$ cat config.mk
export PLATFORM = sky130hd
export DESIGN_NAME = if_fetch_stage
export DESIGN_NICKNAME = d
export VERILOG_FILES = /design/src/rtl/if_fetch_stage.sv
export SDC_FILE = /design/constraint.sdc
export NUM_CORES = 1
export LEC_CHECK = 0
export CORE_MARGIN = 1.5
export CORE_UTILIZATION = 40
export DETAILED_ROUTE_END_ITERATION = 16
export GPL_TIMING_DRIVEN = 0
export PLACE_DENSITY = 0.63
export SYNTH_ARGS = -nofsm -noshare
export SYNTH_HDL_FRONTEND = slang
export SYNTH_SLANG_ARGS = --single-unit
export TNS_END_PERCENT = 1
$ cat constraint.sdc
create_clock -name clk -period 2.6 [get_ports clk]
set_input_delay 0.52 -clock clk [delete_from_list [all_inputs] [get_ports clk]]
set_output_delay 0.52 -clock clk [all_outputs]
set_load 0.01 [all_outputs]
$ cat src/rtl/if_fetch_stage.sv
// rtl/if_fetch_stage.sv - instruction fetch stage: PC, one-cycle memory tag, stall hold buffer, IF/ID register
//
// Optional feature macro: IF_FETCH_PERF_EN (adds perf_fetch_cnt / perf_bubble_cnt)
//
// Ports:
//   clk             sole clock, rising edge
//   rst             asynchronous active-low reset
//   pc_stall        hold the PC (load-use stall)
//   IF_ID_sf[1:0]   bit1 = hold IF/ID, bit0 = flush IF/ID to a bubble (flush wins)
//   branch_ctrl     nonzero = taken redirect to redirect_pc
//   redirect_pc     redirect target
//   im_oe, im_addr  instruction memory read enable / word address
//   im_dout         instruction memory data, one cycle after the address
//   IF_ID_pc/inst/valid  IF/ID pipeline register
//   perf_fetch_cnt  valid IF/ID loads            (IF_FETCH_PERF_EN only)
//   perf_bubble_cnt invalid IF/ID loads + flushes (IF_FETCH_PERF_EN only)

module if_fetch_stage (
    input  logic        clk,
    input  logic        rst,
    input  logic        pc_stall,
    input  logic [1:0]  IF_ID_sf,
    input  logic [1:0]  branch_ctrl,
    input  logic [31:0] redirect_pc,
    output logic        im_oe,
    output logic [13:0] im_addr,
    input  logic [31:0] im_dout,
    output logic [31:0] IF_ID_pc,
    output logic [31:0] IF_ID_inst,
    output logic        IF_ID_valid
`ifdef IF_FETCH_PERF_EN
    ,
    output logic [31:0] perf_fetch_cnt,
    output logic [31:0] perf_bubble_cnt
`endif
);

    localparam logic [31:0] NOP = 32'h0000_0013;

    logic        redirect;
    logic [31:0] pc;
    logic [31:0] fetch_pc;
    logic        fetch_valid;
    logic [31:0] hold_pc;
    logic [31:0] hold_inst;
    logic        hold_valid;
    logic [31:0] src_pc;
    logic [31:0] src_inst;
    logic        src_valid;
    logic        ifid_flush;
    logic        ifid_load;

    assign redirect   = |branch_ctrl;
    assign ifid_flush = IF_ID_sf[0];
    assign ifid_load  = ~IF_ID_sf[0] & ~IF_ID_sf[1];

    assign im_addr = pc[15:2];
    assign im_oe   = rst & (~pc_stall | redirect);

    // Redirect beats stall; the +4 wraps naturally at 32 bits.
    always_ff @(posedge clk or negedge rst) begin
        if (!rst) begin
            pc <= 32'h0;
        end else if (redirect) begin
            pc <= redirect_pc;
        end else if (!pc_stall) begin
            pc <= pc + 32'd4;
        end
    end

    // Tag for the word that im_dout returns next cycle. A redirect kills the
    // word launched this cycle because it belongs to the wrong path.
    always_ff @(posedge clk or negedge rst) begin
        if (!rst) begin
            fetch_pc    <= 32'h0;
            fetch_valid <= 1'b0;
        end else begin
            fetch_pc    <= pc;
            fetch_valid <= im_oe & ~redirect;
        end
    end

    // The memory only presents its data for one cycle, so a word arriving
    // while IF/ID is held must be parked here or it would be lost.
    always_ff @(posedge clk or negedge rst) begin
        if (!rst) begin
            hold_pc    <= 32'h0;
            hold_inst  <= 32'h0;
            hold_valid <= 1'b0;
        end else if (ifid_flush || ifid_load) begin
            hold_valid <= 1'b0;
        end else if (fetch_valid && !hold_valid) begin
            hold_pc    <= fetch_pc;
            hold_inst  <= im_dout;
            hold_valid <= 1'b1;
        end
    end

    always_comb begin
        src_pc    = fetch_pc;
        src_inst  = im_dout;
        src_valid = fetch_valid;
        if (hold_valid) begin
            src_pc    = hold_pc;
            src_inst  = hold_inst;
            src_valid = 1'b1;
        end
    end

    always_ff @(posedge clk or negedge rst) begin
        if (!rst) begin
            IF_ID_pc    <= 32'h0;
            IF_ID_inst  <= NOP;
            IF_ID_valid <= 1'b0;
        end else if (ifid_flush) begin
            IF_ID_pc    <= 32'h0;
            IF_ID_inst  <= NOP;
            IF_ID_valid <= 1'b0;
        end else if (ifid_load) begin
            IF_ID_pc    <= src_pc;
            IF_ID_inst  <= src_valid ? src_inst : NOP;
            IF_ID_valid <= src_valid;
        end
    end

`ifdef IF_FETCH_PERF_EN
    always_ff @(posedge clk or negedge rst) begin
        if (!rst) begin
            perf_fetch_cnt  <= 32'h0;
            perf_bubble_cnt <= 32'h0;
        end else begin
            if (ifid_load && src_valid) begin
                perf_fetch_cnt <= perf_fetch_cnt + 32'd1;
            end
            if (ifid_flush || (ifid_load && !src_valid)) begin
                perf_bubble_cnt <= perf_bubble_cnt + 32'd1;
            end
        end
    end
`endif

endmodule

-- Word level (Yosys, flattened, before mapping)
Cells that the tools add are included.
- memories kept: 0
- bits in latches: 0
- bits in registers: 195
- memory bits (writable): 0
- output and inout bits: 80
- logic and storage cells: 41
- bits in read-only memories: 0
- equality and inequality tests: 1
- div/mod/pow operators: 0
- reduce and logical (&&, ||, !) cells: 7
- multipliers: 0
- multiplexer cells: 14
- shift operators: 0
- order comparisons: 0
- bitwise logic cells: 9
- add/sub/neg operators: 1
- operators with widths (operator ; count):
    32-bit two-way mux ; 9
    32-bit by 3-bit adder with 32-bit output, second input constant ; 1
    1-bit two-way mux ; 5
    1-bit inverter ; 5
    2-bit nonzero test ; 2
    1-bit bitwise AND ; 3
    2-bit by 1-bit != test with 1-bit output, second input constant ; 1
    2-bit AND reduction ; 1
    2-bit OR reduction ; 1
    1-bit logical AND ; 1
    1-bit zero test ; 1
    1-bit logical OR ; 1
    1-bit bitwise OR ; 1

-- Logic depth before layout (Yosys ltp)
- depth after elaboration: 5
- mapped depth: 7
- gate-level depth less buffers: 5

-- Worst setup path before layout
OpenSTA, ideal clock, no wires.
- path type: input port to flip-flop
- start: input port pc_stall
- end: register pc[21]
- slack: 607 ps
- stages: 5
- buffers on the path: 1
- data arrival time: 1912 ps
- data required time: 2518 ps
- path through: nand4b_2 -> or4_1 -> clkbuf_1 -> or4_1 -> a31oi_1
- longest elaborated chain between the ends: 1
- RTL lines (what ; RTL line ; source):
    start, declared ; 21 ; input logic pc_stall,
    2-bit by 1-bit != test with 1-bit output (no source line) ; - ;
    end signal, assigned ; 65 ; pc <= redirect_pc;
    end signal, assigned ; 67 ; pc <= pc + 32'd4;
    end, declared ; 41 ; logic [31:0] pc;
No other way between the ends.
A chain may end at the register's enable or synchronous reset.

-- Worst setup path after layout
- start: input port branch_ctrl[1]
- end: output port im_oe
- longest elaborated chain between the ends: 3
- RTL lines (what ; RTL line ; source):
    start, declared ; 23 ; input logic [1:0] branch_ctrl,
    2-bit OR reduction ; 53 ; assign redirect = |branch_ctrl;
    1-bit bitwise OR ; 58 ; assign im_oe = rst & (~pc_stall | redirect);
    1-bit bitwise AND ; 58 ;
    end, declared ; 25 ; output logic im_oe,
No other way between the ends.

==> qor.csv <==
stage,metric,value,unit
detailed_routing,DRC viols,0,
clocking,htree depth,4,
clocking,CTS tree,built,
detailed_routing,Antenna Nets Post-Route,0,
floorplanning,Core Area,20300,sq um
pwr,Cell Pwr Density,676,nW/um^2
sta,Max Clock Freq,399,MHz
job,maxcap violations,0,
logic_synthesis,library cells used by synthesis,46,
critical_path,Worst EP required,2.08,ns
grt,initial antenna violation count,0,
logic_synthesis,syn_nets,799,
finish,area delta synth->final,30.0,%
finish,Layout Nets,969,
grt,pin count of the biggest net entering global routing,102,
placed_design,routability cong.,0.811,
floorplanning,Cell Rows,52,
pwr,peak supply drop,419,uV
sta,Fin. Hold Viols,0,
clocking,clk slew on worst S/H paths,0.07,ns
logic_synthesis,largest cells by area after synthesis,"dfrtp_1, mux2_2, nor2_1",
logic_synthesis,post-synth top area share,57.8,%
floorplanning,die span in y,147,um
logic_synthesis,async set-reset flop share out of synthesis,100,%
logic_synthesis,post-synthesis sequential area ratio,58.8,%
sta,final setup fails,0,
grt,vias in the first global route,6069,
logic_synthesis,Synth warnings,0,
logic_synthesis,most common cell in the netlist,dfrtp_1,
floorplanning,num ports,151,
critical_path,CP arrival,1.99,ns
logic_synthesis,Syn Area/Cell,11.4,sq um
detailed_routing,total number of vias,5974,
sta,Setup Total Neg Slack,0,ns
grt,remaining global-route overflow,0,
sta,Layout Skew,0.00956,ns
clocking,"Clk Latency, worst-skew pair",0.43,ns
placed_design,IO Port Bufs,150,
placed_design,Final HPWL DP,13600,um
critical_path,critical-path maximum fanout,10,
floorplanning,die width,147,um
clocking,Root Driver,clkbuf_16,
status,outcome,"finished, final reports clean",
sta,RSZ-0062 raised after global routing,yes,
sta,Final min period,2.51,ns
floorplanning,total die area,21600,sq um
logic_synthesis,"Primary FF master, synth",dfrtp_1,
clocking,cts-stage hold buffer count,0,
placed_design,pre-CTS setup slack,-0.380,ns
critical_path,startpoint types,input pin,
clocking,clock buffer depth,2,
detailed_routing,Iter 0 DRT Violations,366,
finish,final core occ,53.2,%
sta,fin. max-slew vios,0,
pwr,Leakage,4.47,nW
floorplanning,Starting Density,40.9,%
finish,ANT cells,0,
logic_synthesis,Syn Inst Count,727,
logic_synthesis,Yosys top cell by area,dfrtp_1,
grt,first-pass GRT wire length,32300,um
clocking,TritonCTS Buffers,17,
clocking,# Post-CTS Setup Buffers,0,
critical_path,WS Path Type,input pin to output pin,
finish,ratio of cells with drive above 1 in the final layout,14.1,%
sta,Slew HR,50.2,%
grt,GRT Overall Usage,19.0,%
logic_synthesis,Synth top cells by count,"dfrtp_1, nor2_1, mux2_2",
clocking,clock sink count,195,
logic_synthesis,Post-Synthesis Cell Area,8310,sq um
critical_path,crit path capture type,output pin,
sta,final worst setup slack,0.0945,ns
detailed_routing,drt wl/cell,16.6,um
logic_synthesis,Yosys reg bits,195,
sta,Slew @ Worst Pin,0.747,ns
detailed_routing,Pre-Repair DR Iteration Count,6,
sta,Final Cycle Share,96.4,%
logic_synthesis,number of synthesized flops with an enable pin,0,
hold_path,Min-Delay Path Class,input pin to async pin,
detailed_routing,final WL,19500,um
detailed_routing,Vias/cell,5.06,
## cells by family (layout without fill, tap and decap cells)
family | count (synthesis) | count (layout) | share of synthesized area, %
buf+inv | 70 | 253 | 3.90
fa+ha+maj | 1 | 1 | 0.151
compound gates | 116 | 116 | 9.10
flops | 195 | 195 | 58.8
xor+xnor | 11 | 11 | 1.16
mux | 98 | 98 | 12.8
simple gates | 236 | 236 | 14.1
## critical path, stage by stage
cell and delay, ns:
clkdlybuf4s50_1 0.47, nor2_1 0.07, clkbuf_4 0.19, a21boi_0 0.18
clkdlybuf4s50_1 0.56
## final timing paths
check,start,end,slack (ns),cells after the start
worst max-delay path,branch_ctrl[1],im_oe,0.09,5
worst max register to register,pc[2],pc[30],0.25,7
min in group clk,pc[1],fetch_pc[1],0.38,0
worst min register to register,pc[1],fetch_pc[1],0.38,0
max in group asynchronous,rst,IF_ID_inst[0],1.57,2
worst min-delay path,rst,pc[25],0.09,1
## placed cells by master (no fill, tap or decap), drive strengths merged, types with 12 or more instances in the layout
cell	Yosys	routed
clkdlybuf4s50	0	149
nand2	32	32
o21ai	17	17
a221oi	28	28
nor2b	30	30
nor3	30	30
or4	14	14
mux2i	33	33
dfrtp	192	192
clkbuf	42	61
mux2	65	65
buf	21	23
inv	7	12
a21oi	35	35
a31oi	17	17
nor2	92	92
## area by class of cell
cell class | count | area, sq um
buffer | 63 | 302
clock buffer | 19 | 443
clock inverter | 13 | 173
fill | 1832 | 9500
inverter | 7 | 26.3
multi-input combinational | 462 | 3100
sequential | 195 | 4880
tap | 270 | 338
timing repair buffer | 151 | 1530
## registers in the layout, indices dropped and copies added, names as in the netlist
| signal | flops |
|---|---|
| IF_ID_inst | 32 |
| IF_ID_pc | 32 |
| fetch_pc | 32 |
| hold_inst | 32 |
| hold_pc | 32 |
| pc | 32 |
| IF_ID_valid | 1 |
| fetch_valid | 1 |
| hold_valid | 1 |
## timing repair
action	CTS	global route
hold endpoints to repair	0	0
resized for setup	1	3
setup endpoints to repair	1	41
## power by group
| group | switching [mW] | leakage [nW] | internal, mW |
|---|---|---|---|
| sequential | 0.224 | 2.44 | 3.38 |
| clock | 1.18 | 0.298 | 1.56 |
| combinational | 0.415 | 1.73 | 0.542 |
| total | 1.82 | 4.47 | 5.49 |
## routing by layer
layer  vias to the layer above  track usage [%]  routed length [um]
li1                       2907                -                   -
met5                         -                0                   0
met1                      2895             26.9                9250
met4                         0             8.05                 544
met2                       145             28.9                9000
met3                        27             3.42                 735
## per-stage QoR
stage	area (sq um)	hold slack, ns	power (mW)	std cells
2_1_floorplan	8310	0.224	4.13	727
3_3_place_gp	10100	0.365	4.60	1147
3_5_place_dp	10200	0.364	4.63	1148
4_1_cts	10800	0.134	7.40	1180
5_1_grt	10800	0.144	7.66	1180
6_report	10800	0.0914	7.30	1180
Note: power is estimated with default switching activity, not from simulation.
